[config.mk]
export PLATFORM = sky130hd
export DESIGN_NAME = ext_ref_freq_meter
export DESIGN_NICKNAME = d
export VERILOG_FILES = /design/src/rtl/ext_ref_freq_meter.sv
export SDC_FILE = /design/constraint.sdc
export NUM_CORES = 1
export LEC_CHECK = 0
export CAP_MARGIN = 10
export CORE_ASPECT_RATIO = 0.9
export CORE_MARGIN = 1
export CORE_UTILIZATION = 40
export CTS_CLUSTER_SIZE = 10
export DETAILED_ROUTE_END_ITERATION = 6
export SYNTH_ARGS = -nofsm -noshare
export SYNTH_HDL_FRONTEND = slang
export SYNTH_SLANG_ARGS = --single-unit
export TNS_END_PERCENT = 20
[constraint.sdc]
create_clock -name CLK_LOW -period 3.3 [get_ports CLK_LOW]
set_input_delay 0.825 -clock CLK_LOW [delete_from_list [all_inputs] [get_ports CLK_LOW]]
set_output_delay 0.825 -clock CLK_LOW [all_outputs]
set_load 0.01 [all_outputs]
[src/rtl/ext_ref_freq_meter.sv]
// Windowed edge counter for the external 10 MHz reference, sampled in the CLK_LOW domain.
// Optional build macro EXT_MEAS_STUCK_DET_EN enables the stuck-level run detector.
module ext_ref_freq_meter #(
    parameter int SYNC_STAGES = 2,
    parameter int SETTLE_LEN  = 16,
    parameter int WIN_LEN     = 65000,
    parameter int CNT_LO      = 12740,
    parameter int CNT_HI      = 13260,
    parameter int STUCK_MAX   = 64
) (
    input  logic        CLK_LOW,
    input  logic        ext_clk_cnt_rst2,
    input  logic        EXT_10M_INPUT,
    output logic        meas_busy,
    output logic        meas_done,
    output logic [13:0] meas_count,
    output logic        in_range,
    output logic        cnt_ovf,
    output logic        stuck
);

    typedef enum logic [2:0] {RST_IDLE, SETTLE, COUNT, EVAL, DONE} state_t;

    localparam logic [16:0] SETTLE_END = 17'(SETTLE_LEN - 1);
    localparam logic [16:0] WIN_END    = 17'(WIN_LEN - 1);
    localparam logic [13:0] CNT_MAX    = 14'h3fff;
    localparam logic [13:0] LO         = 14'(CNT_LO);
    localparam logic [13:0] HI         = 14'(CNT_HI);
    localparam bit          RANGE_OK   = (CNT_LO <= CNT_HI);

    state_t state, state_nxt;
    logic [16:0] cyc;
    logic [SYNC_STAGES-1:0] sync_q;
    logic        dly_q;
    logic        lvl;
    logic        rise;
    logic [13:0] edge_cnt;
    logic        ovf_q;
    logic        done_q;

    assign lvl  = sync_q[SYNC_STAGES-1];
    assign rise = lvl & ~dly_q;

    always_ff @(posedge CLK_LOW or posedge ext_clk_cnt_rst2) begin
        if (ext_clk_cnt_rst2) begin
            sync_q <= '0;
            dly_q  <= 1'b0;
        end else begin
            sync_q <= {sync_q[SYNC_STAGES-2:0], EXT_10M_INPUT};
            dly_q  <= lvl;
        end
    end

    always_ff @(posedge CLK_LOW or posedge ext_clk_cnt_rst2) begin
        if (ext_clk_cnt_rst2) begin
            state <= RST_IDLE;
            cyc   <= '0;
        end else begin
            state <= state_nxt;
            if (state_nxt != state)
                cyc <= '0;
            else if (state == SETTLE || state == COUNT)
                cyc <= cyc + 17'd1;
        end
    end

    always_comb begin
        state_nxt = state;
        meas_busy = 1'b0;
        case (state)
            RST_IDLE: state_nxt = SETTLE;
            SETTLE: begin
                meas_busy = 1'b1;
                if (cyc == SETTLE_END) state_nxt = COUNT;
            end
            COUNT: begin
                meas_busy = 1'b1;
                if (cyc == WIN_END) state_nxt = EVAL;
            end
            EVAL: begin
                meas_busy = 1'b1;
                state_nxt = DONE;
            end
            DONE:    state_nxt = DONE;
            default: state_nxt = RST_IDLE;
        endcase
    end

    // Edge counter saturates; ovf marks that the true count is unknown.
    always_ff @(posedge CLK_LOW or posedge ext_clk_cnt_rst2) begin
        if (ext_clk_cnt_rst2) begin
            edge_cnt <= '0;
            ovf_q    <= 1'b0;
        end else if (state == COUNT && rise && edge_cnt != CNT_MAX) begin
            edge_cnt <= edge_cnt + 14'd1;
            if (edge_cnt == CNT_MAX - 14'd1) ovf_q <= 1'b1;
        end
    end

    always_ff @(posedge CLK_LOW or posedge ext_clk_cnt_rst2) begin
        if (ext_clk_cnt_rst2) begin
            meas_count <= '0;
            in_range   <= 1'b0;
            cnt_ovf    <= 1'b0;
            done_q     <= 1'b0;
        end else begin
            done_q <= (state == EVAL);
            if (state == EVAL) begin
                meas_count <= edge_cnt;
                in_range   <= RANGE_OK && !ovf_q && (edge_cnt >= LO) && (edge_cnt <= HI);
                cnt_ovf    <= ovf_q;
            end
        end
    end

    assign meas_done = done_q;

`ifdef EXT_MEAS_STUCK_DET_EN
    localparam int              RUN_W   = $clog2(STUCK_MAX + 1);
    localparam logic [RUN_W-1:0] RUN_MAX = RUN_W'(STUCK_MAX);

    logic [RUN_W-1:0] run_q;
    logic             stuck_q;

    always_ff @(posedge CLK_LOW or posedge ext_clk_cnt_rst2) begin
        if (ext_clk_cnt_rst2) begin
            run_q   <= '0;
            stuck_q <= 1'b0;
            stuck   <= 1'b0;
        end else begin
            if (state != COUNT || lvl != dly_q) begin
                run_q <= '0;
            end else if (run_q != RUN_MAX) begin
                run_q <= run_q + 1'b1;
                if (run_q == RUN_MAX - 1'b1) stuck_q <= 1'b1;
            end
            if (state == EVAL) stuck <= stuck_q;
        end
    end
`else
    assign stuck = 1'b0;
`endif

endmodule

-- Word level (Yosys, flattened, before mapping)
Index checks and enable logic that the tools add are counted.
- bits in registers: 55
- latch bits: 0
- bits in writable memories: 0
- ROM bits: 0
- output and inout port bits: 19
- memories kept: 0
- $add $sub $neg: 2
- $mul: 0
- div/mod/pow operators: 0
- magnitude comparators: 2
- eq/ne operators: 9
- shifts and indexed selects: 0
- multiplexer cells: 6
- bitwise operators: 2
- reduce and logical (&&, ||, !) cells: 11
- operators with widths (operator ; number):
    two-way mux 17 bit ; 2
    adder 17 x 1 -> 17 bit (second input constant) ; 1
    equality test 17 x 16 -> 1 bit (second input constant) ; 1
    equality test 17 x 4 -> 1 bit (second input constant) ; 1
    adder 14 x 1 -> 14 bit (second input constant) ; 1
    equality test 14 bit (second input constant) ; 1
    >= comparator 14 bit (second input constant) ; 1
    <= comparator 14 bit (second input constant) ; 1
    != test 14 bit (second input constant) ; 1
    one-hot mux 3 bit (4 select lines) ; 1
    equality test 3 x 2 -> 1 bit (second input constant) ; 2
    two-way mux 3 bit ; 2
    logical AND 1 bit ; 4
    equality test 3 x 1 -> 1 bit (second input constant) ; 1
    equality test 3 bit (second input constant) ; 1
    zero test 3 bit ; 1
    != test 3 bit ; 1
    OR reduction 3 bit ; 1
    AND reduction 2 bit ; 1
    nonzero test 2 bit ; 1
    OR reduction 2 bit ; 1
    AND 1 bit ; 1
    zero test 1 bit ; 1
    logical OR 1 bit ; 1
    2 further kinds ; 2

-- Logic depth before layout (Yosys ltp)
Gate-level depths: netlist (run 1).
- depth in word-level cells: 5
- depth in mapped cells: 7
- depth with buffers taken out: 5

-- Least setup slack after synthesis (run 1)
No wires, ideal clock.
- path kind: register to register
- start: reg cyc[0]
- end: reg cyc[0]
- setup time: 0.077 ns
- arrival time: 1.949 ns
- setup slack: 1.273 ns
- stages on the path, launching flop included: 8
- path buffers: 2
- period minus slack after synthesis: 2.027 ns
- cell sequence: dfrtp_1 > ha_1 > nor4bb_1 > nand4_1 > or4b_2 > clkbuf_1 > clkbuf_1 > a21oi_1
- cells in the longest elaborated chain, start to end: 5
- elaborated cells between the ends (all ways): 10
- classes of those cells: 1 x add/sub; 3 x eq/ne; 5 x mux; 1 x reduce/logical
- RTL lines (item ; RTL line ; source):
    start, declared ; 32 ; logic [16:0] cyc;
    start signal, assigned ; 63 ; cyc <= cyc + 17'd1;
    branches (longest 5 deep; another with adder 17 x 1 -> 17 bit) ; n/a ;
Several ways; the timed one is not identified. The select of a mux whose other input is x is not followed.
A chain may end at the register's enable or synchronous reset.

-- Worst setup path after layout (run 1)
- start: reg cyc[4]
- end: reg cyc[12]
Same word-level chain as after synthesis.

==> results.toml, run 1 <==
[floorplan]
die_w_um = 88.04
core_area_um2 = 6284
row_count = 27
fp.dieH_um = 79.44
dieArea_um2 = 6993
start_util = 0.4241
io_pins = 22

[sta]
finalCriticalPeriod_ps = 2374
fin_setup_tns_ps = 0
fin_crit_sh = 0.7193
finClkSkew_ps = 13.04
drv_slew = 0
fmax_ghz = 0.4213
hold_viol_final = 0
grt_setup_unrepaired = "no"
relSlewSlack = 0.4038
setup_viol = 0
tightest_slew_ps = 891.7

[global_routing]
gr-usage-all-layers = 0.1575
grt_overflow = 0
grt_pass1_vias = 1745
grt_start_max_net_pins = 32
antenna_found_initial = 0
grt_pass1_wl_mm = 8.514

[min_path]
min_from = "sync_q[0]$_DFF_PP0_"
whs_path_depth = 0
hp-class = "flip-flop to flip-flop"
worstHoldEndpoint = "sync_q[1]$_DFF_PP0_"

[power]
p_sw_frac = 0.2500
leakage_nw = 1.354
ir_drop_uv = 226.3
p_sw_mw = 0.3324
power.internal_mw = 0.9971
pwr_density_cell_nw_per_um2 = 433.5
power_frac_seq = 0.561
clkPwrFrac = 0.352
p_comb_frac = 0.087

[clock_network]
cts_tree = "done"
numClockSinks = 55
cts_made_buffers = 5
cts.clk_slew.worst_paths_ps = 100
clock_latency_ps = 310
ctsHoldBuffers = 0
cts_max_level = 2
root_buffer = "clkbuf_8"
post_cts_resized = 0
postCtsSetupBuffers = 0
max-clock-path-buffers = 2

[detailed_routing]
detail_route.vias_per_cell = 5.384
drc = 0
drtAntennaViolNets = 0
drtIter0Drc = 51
drt_pass1_iterations = 5
vias = 1879
wl_per_cell_um = 13.79
wl_mm = 4.812

[worst_setup_path]
cp-end-kind = "flip-flop"
crit_path_max_fanout = 17
crit_slowest_cell = "a211oi_4"
slowest_delay_ps = 690
worst-r2r-setup-slack_ps = 930
reg2regPathDepth = 4
required_ps = 3460
r2r_end = "cyc[12]$_DFFE_PP0P_"
path_class = "flip-flop to flip-flop"
startpoint_type = "flip-flop"
worstPathArrival_ps = 2530
crit_buf_inv = 0
critical-path-top-delay-family = "compound AO/OA/AOI/OAI gates"
reg2reg_from = "cyc[4]$_DFFE_PP0P_"
cp_cell_sequence = "or3_1 -> or4_4 -> a211oi_4 -> a22oi_1"

[finish]
drive_gt1_frac = 0.1221
nets = 268
final_cell_mix = "dfrtp_1 (55), clkdlybuf4s50_1 (20), nand2_1 (17)"
layout_commonest_cell = "dfrtp_1"
n_fill_cell = 621
post-route-util = 0.4881
syn2layout_area_growth_pct = 15.07
diodes = 0

[run]
maxCapViolCount = 0

[logic_synthesis]
ys_types = 47
seq_area_frac_synth = 0.5164
async_flop_share = 1.000
synth_ff_type = "dfrtp_1"
ys_warn_count = 0
synth_largest_area_cell = "dfrtp_1"
synth.area.top_cells = "dfrtp_1 (52%), mux2_2 (5.5%), xnor2_1 (5.3%)"
syn_inst = 243
avgSynthCellArea_um2 = 10.97
synthesis.area_um2 = 2665
synth_edf_count = 0
syn_nets = 250
synth-seq-cells = 55
synth_top_cell_area_share = 0.5164

[status]
status = "complete, no violations"

[place]
hpwl_mm = 3.431
port_buffers = 20
gp_congestion = 0.7396
## registers in the layout, indices dropped and copies added (netlist names)
name / count
meas_count: 14
ovf_q: 1
meas_done: 1
cnt_ovf: 1
edge_cnt: 14
in_range: 1
dly_q: 1
cyc: 17
state: 3
sync_q: 2
## worst register-to-register path, cell delays in order, from the launching register on
cell	delay, ps
dfrtp_1	440
or3_1	380
or4_4	510
a211oi_4	690
a22oi_1	220
## cells by family (layout without fill, tap and decap cells)
logic type      count (synthesis)  count (layout)  synth area share
compound gates                 39              39            0.1024
flops                          55              55            0.5164
xor+xnor                       24              24           0.07887
fa+ha+maj                       4               4           0.01878
buf+inv                        19              38           0.03239
simple gates                   87              87            0.1911
mux                            14              14           0.05869
other cells                     1               1          0.001407
## layout make-up
| class | count | area (um2) | share of cell area |
|---|---|---|---|
| sequential | 55 | 1376 | 0.4488 |
| multi-input combinational | 169 | 1202 | 0.3921 |
| timing repair buffer | 22 | 227.7 | 0.07426 |
| tap | 87 | 108.9 | 0.03550 |
| clock buffer | 6 | 82.58 | 0.02693 |
| clock inverter | 2 | 38.79 | 0.01265 |
| inverter | 8 | 30.03 | 0.009792 |
## cells in the mapped netlist (all sizes together), types with 2 or more instances
cell     count
nand3b       2
ha           4
a31oi        2
inv          8
o21ai        8
nor3         4
a211oi       3
nand2       17
nor4         7
nor4b        3
xor2         8
nor2         9
or3         10
a21oi       14
nand4        8
nor3b        3
nand2b       2
a22oi        6
dfrtp       55
xnor2       16
clkbuf       7
nand3        7
or4          6
or2          2
a2111oi      2
mux2        13
buf          4
## how the worst max path moves through the flow
stage / to / slack (ps) / from / cells after the start
6_report: cyc[12]$_DFFE_PP0P_ / 930 / cyc[4]$_DFFE_PP0P_ / 4
5_1_grt: cyc[15]$_DFFE_PP0P_ / 830 / cyc[4]$_DFFE_PP0P_ / 4
4_1_cts: cyc[12]$_DFFE_PP0P_ / 910 / cyc[4]$_DFFE_PP0P_ / 4
3_5_place_dp: cyc[12]$_DFFE_PP0P_ / 930 / cyc[4]$_DFFE_PP0P_ / 4
3_3_place_gp: cyc[11]$_DFFE_PP0P_ / 980 / cyc[4]$_DFFE_PP0P_ / 4
2_1_floorplan: cnt_ovf$_DFFE_PP0P_ / 1130 / ext_clk_cnt_rst2 / 1
## metal layers
| metal | share of wire | vias up | track usage |
|---|---|---|---|
| met3 | 0.037 | 5 | 0.03413 |
| met4 | 0.011 | 0 | 0.04355 |
| met5 | 0 | - | 0 |
| met2 | 0.42 | 31 | 0.2217 |
| li1 | - | 916 | - |
| met1 | 0.53 | 927 | 0.2418 |
## per-stage QoR
step	area, um2	setup slack (ps)	hold WS [ps]	total power, mW	std cells
2_1_floorplan	2665	1132	331.2	0.8371	243
3_3_place_gp	2945	982.3	334.3	0.8720	341
3_5_place_dp	2945	930.7	334.7	0.8766	341
4_1_cts	3067	906.2	358.7	1.356	349
5_1_grt	3067	828.4	366.7	1.398	349
6_report	3067	926.2	355.8	1.330	349
## power groups by stage
stage	Clock [mW]	Sequential, mW	Combinational (mW)
after detailed placement	0	0.759	0.117
after floorplan	0	0.749	0.0883
after CTS	0.492	0.746	0.118
after global placement	0	0.758	0.114
after global routing	0.516	0.751	0.131
final	0.469	0.745	0.116
No activity file was read; power rests on OpenSTA's default activity.
==> inputs of run 2 (changes only) <==
Clock period 3.3 ns to 2.4 ns, I/O delays scaled along.
==> run 2 against run 1 <==
Cell area rose by 2.1%. Non-clock buffer count rose by 9. Hold slack improved by 13 ps. Highest routed layer unchanged.
==> results.toml, run 2 (synthesized netlist as in run 1, its figures left out) <==
[min_path]
min_from = "sync_q[0]$_DFF_PP0_"
hp-class = "flip-flop to flip-flop"

[floorplan]
dieArea_um2 = 6993
fp.dieH_um = 79.44
die_w_um = 88.04
row_count = 27
io_pins = 22
start_util = 0.4241
core_area_um2 = 6284

[run]
maxCapViolCount = 0

[finish]
final_cell_mix = "dfrtp_1 (55), clkdlybuf4s50_1 (20), nand2_1 (17)"
layout_commonest_cell = "dfrtp_1"
syn2layout_area_growth_pct = 17.46
nets = 277
final_area_um2 = 3131
largest_reg_flops = 17
largest-register = "cyc"
diodes = 0
n_fill_cell = 614
drive_gt1_frac = 0.1513
reg_top3 = "cyc x17, edge_cnt x14, meas_count x14"

[place]
port_buffers = 20
hpwl_mm = 3.638
gp_congestion = 0.7818
placed_cell_area_um2 = 3013

[global_routing]
grt_pass1_wl_mm = 9.094
grt_pass1_vias = 1820
antenna_found_initial = 0
gr-usage-all-layers = 0.1678
grt_start_max_net_pins = 24
grt_overflow = 0

[sta]
fmax_ghz = 0.4618
fin_crit_sh = 0.9022
setup_viol = 0
relSlewSlack = 0.6582
finClkSkew_ps = 9.028
grt_setup_unrepaired = "no"
tightest_slew_ps = 512.8
hold_viol_final = 0
fin_setup_tns_ps = 0
drv_slew = 0
finalCriticalPeriod_ps = 2165

[clock_network]
cts_made_buffers = 5
numClockSinks = 55
ctsHoldBuffers = 0
root_buffer = "clkbuf_8"
cts_max_level = 2
cts_tree = "done"
cts.clk_slew.worst_paths_ps = 90
postCtsSetupBuffers = 0
post_cts_resized = 0
max-clock-path-buffers = 2
clock_latency_ps = 310

[worst_setup_path]
required_ps = 1800
reg2reg_from = "state[1]$_DFF_PP0_"
crit_path_max_fanout = 9
critPathLaunch = "state[1]$_DFF_PP0_"
worstPathArrival_ps = 1570
startpoint_type = "flip-flop"
cp-end-kind = "primary output"
path_class = "flip-flop to primary output"

[detailed_routing]
detail_route.vias_per_cell = 5.352
drc = 0
drtAntennaViolNets = 0
vias = 1916
wl_per_cell_um = 14.34
wl_mm = 5.133
drtIter0Drc = 109
drt_pass1_iterations = 4

[power]
ir_drop_uv = 310.2
pwr_density_cell_nw_per_um2 = 584.0
leakage_nw = 1.398

[status]
status = "complete, no violations"
## run 2: cell count changes in the layout (fill, tap and decap cells not counted)
| cell | before | now |
|---|---|---|
| buf_4 | 1 | 10 |
| clkinv_2 | 0 | 1 |
| inv_6 | 1 | 0 |
## run 2: where the power goes
group          internal [mW]  switching (mW)  total, mW
sequential             0.967          0.0585       1.03
clock                  0.338           0.302      0.640
combinational         0.0626          0.0998      0.162
total                   1.37           0.461       1.83
## run 2: layout make-up
cell class | count | area (um2) | share of cell area
inverter | 8 | 30.03 | 0.009592
timing repair buffer | 31 | 295.3 | 0.09432
sequential | 55 | 1376 | 0.4396
tap | 87 | 108.9 | 0.03477
clock inverter | 2 | 35.03 | 0.01119
clock buffer | 6 | 82.58 | 0.02638
multi-input combinational | 169 | 1202 | 0.3841
## run 2: worst paths after layout
kind	to	slack, ps	cells after the start
worst max-delay path	meas_busy	230	3
worst min-delay path	sync_q[1]$_DFF_PP0_	370	0
worst max register to register	edge_cnt[1]$_DFFE_PP0P_	240	4
worst min register to register	sync_q[1]$_DFF_PP0_	370	0
max in group asynchronous	cyc[1]$_DFFE_PP0P_	1300	3
min in group asynchronous	cyc[13]$_DFFE_PP0P_	600	2
## run 2: metal layers
layer  global-route usage  vias to the layer above  part of all wire
li1                     -                      933                 -
met1               0.2645                      941              0.52
met2               0.2271                       34              0.42
met3              0.03309                        8             0.041
met4              0.05323                        0             0.013
met5                    0                        -                 0
## run 2: worst max-delay path: stages, from the launching register on
cell and delay (ps):
dfrtp_1 500, nor2_1 100, nor2_1 120, clkdlybuf4s50_1 550
## run 2: per-stage QoR
stage                     std cells    util  hold slack [ps]  power [mW]  worst slack [ps]
after detailed placement        350  0.4795            350.9       1.209             272.8
after floorplan                 243       -            331.2       1.151             373.4
after global routing            358  0.4982            391.0       1.912             128.4
after CTS                       358  0.4982            376.0       1.853             213.7
after global placement          350  0.4795            336.6       1.202             317.1
final                           358  0.4982            369.0       1.828             234.6
==> inputs of run 3 (changes only) <==
Settings changed: CORE_UTILIZATION 40 to 55, CTS_CLUSTER_DIAMETER set to 30, PLACE_DENSITY set to 0.76, REMOVE_ABC_BUFFERS set to 1.
==> run 3 against run 2 <==
Cell count is 8.4% lower. Critical path depth stayed put. Core utilization is 17 points higher. Sequential power hardly changed. Setup slack worse by 13 ps. Count of clock-buffer cells in the layout stayed put. Clock power is 21% lower. Die area is 27% lower. Non-clock buffer count is 4 lower. Global-route usage is 5.7 points higher. Clock skew is 3.3 ps lower. Combinational power hardly changed. Critical endpoint unchanged. Largest cell class unchanged.
==> results.toml, run 3 (synthesized netlist as in run 1, its figures left out) <==
[sta]
fin_crit_sh = 0.9077
drv_slew = 0
grt_setup_unrepaired = "no"
fin_setup_tns_ps = 0
hold_viol_final = 0
finClkSkew_ps = 5.743
fmax_ghz = 0.4590
setup_viol = 0
finalCriticalPeriod_ps = 2178

[finish]
final_cell_mix = "dfrtp_1 (55), clkdlybuf4s50_1 (20), nand2_1 (17)"
syn2layout_area_growth_pct = 14.04
largest-register = "cyc"
reg_top3 = "cyc x17, edge_cnt x14, meas_count x14"
layout_commonest_cell = "dfrtp_1"
nets = 273
largest_reg_flops = 17
diodes = 0
drive_gt1_frac = 0.1353

[floorplan]
core_area_um2 = 4547
fp.dieH_um = 68.04
row_count = 23
dieArea_um2 = 5129
start_util = 0.5861
die_w_um = 75.38
io_pins = 22

[clock_network]
postCtsSetupBuffers = 0
numClockSinks = 55
ctsHoldBuffers = 0
clock_latency_ps = 300
max-clock-path-buffers = 2
post_cts_resized = 0
cts_max_level = 2
cts.clk_slew.worst_paths_ps = 90
cts_made_buffers = 5
root_buffer = "clkbuf_8"
cts_tree = "done"

[detailed_routing]
wl_per_cell_um = 14.98
wl_mm = 4.915
drtIter0Drc = 215
vias = 1865
drc = 0
drtAntennaViolNets = 0
detail_route.vias_per_cell = 5.686
drt_pass1_iterations = 4

[global_routing]
gr-usage-all-layers = 0.2247
grt_overflow = 0
grt_pass1_wl_mm = 8.521
antenna_found_initial = 0
grt_start_max_net_pins = 28
grt_pass1_vias = 1801

[worst_setup_path]
worstPathArrival_ps = 1580
cp-end-kind = "primary output"
slowest_delay_ps = 550
critical-path-top-delay-family = "buffers and inverters"
reg2regPathDepth = 4
crit_path_max_fanout = 9
crit_slowest_cell = "clkdlybuf4s50_1"
startpoint_type = "flip-flop"
path_common_cell = "nor2_1"
path_class = "flip-flop to primary output"
cp_cell_sequence = "nor2_1 -> nor2_1 -> clkdlybuf4s50_1"
crit_buf_inv = 1
cp.depth = 3
required_ps = 1800

[power]
p_total_mw = 1.692
leakage_nw = 1.364
ir_drop_uv = 546.1
pwr_density_cell_nw_per_um2 = 556.7

[run]
maxCapViolCount = 0

[place]
gp_congestion = 0.7985
port_buffers = 20
hpwl_mm = 3.491

[status]
status = "complete, no violations"

[min_path]
whs_path_depth = 0
hp-class = "flip-flop to flip-flop"
run 3: cell count changes in the layout (fill, tap and decap cells not counted), sizes merged:
cell / before / now
buf: 11 / 7
bufinv: 1 / 0
run 3: area by class of cell:
| class | instances | area, um2 |
|---|---|---|
| clock buffer | 6 | 82.58 |
| clock inverter | 1 | 5.005 |
| fill | 394 | 1508 |
| inverter | 8 | 30.03 |
| multi-input combinational | 169 | 1202 |
| sequential | 55 | 1376 |
| tap | 62 | 77.57 |
| timing repair buffer | 27 | 265.3 |
run 3: stage by stage:
step	instances	util	setup WS (ps)	hold WS [ps]	instance area, um2
2_1_floorplan	232	-	314.2	331.2	2609
3_3_place_gp	321	0.6491	353.7	331.8	2952
3_5_place_dp	321	0.6491	293.9	340.3	2952
4_1_cts	328	0.6684	205.2	360.1	3039
5_1_grt	328	0.6684	84.80	385.2	3039
6_report	328	0.6684	221.6	358.8	3039
run 3: per-layer routing:
layer,GRT usage,up-vias,share of wire
met5,0,-,0
met2,0.3181,41,0.43
met3,0.04860,5,0.039
li1,-,925,-
met1,0.3388,894,0.52
met4,0.07870,0,0.0098
run 3: report_power, final:
part	switching [mW]	total, mW	leakage, nW	internal, mW
sequential	0.0600	1.03	0.743	0.967
combinational	0.0990	0.161	0.574	0.0624
clock	0.277	0.504	0.0470	0.227
run 3: path summary, 6_finish.rpt:
| path | start | to | slack [ps] |
|---|---|---|---|
| worst min-delay path | sync_q[0]$_DFF_PP0_ | sync_q[1]$_DFF_PP0_ | 360 |
| worst max-delay path | state[1]$_DFF_PP0_ | meas_busy | 220 |
| min in group asynchronous | ext_clk_cnt_rst2 | cyc[8]$_DFFE_PP0P_ | 600 |
| worst max register to register | state[2]$_DFF_PP0_ | edge_cnt[1]$_DFFE_PP0P_ | 250 |
| worst min register to register | sync_q[0]$_DFF_PP0_ | sync_q[1]$_DFF_PP0_ | 360 |
| max in group asynchronous | ext_clk_cnt_rst2 | ovf_q$_DFFE_PP0P_ | 1310 |
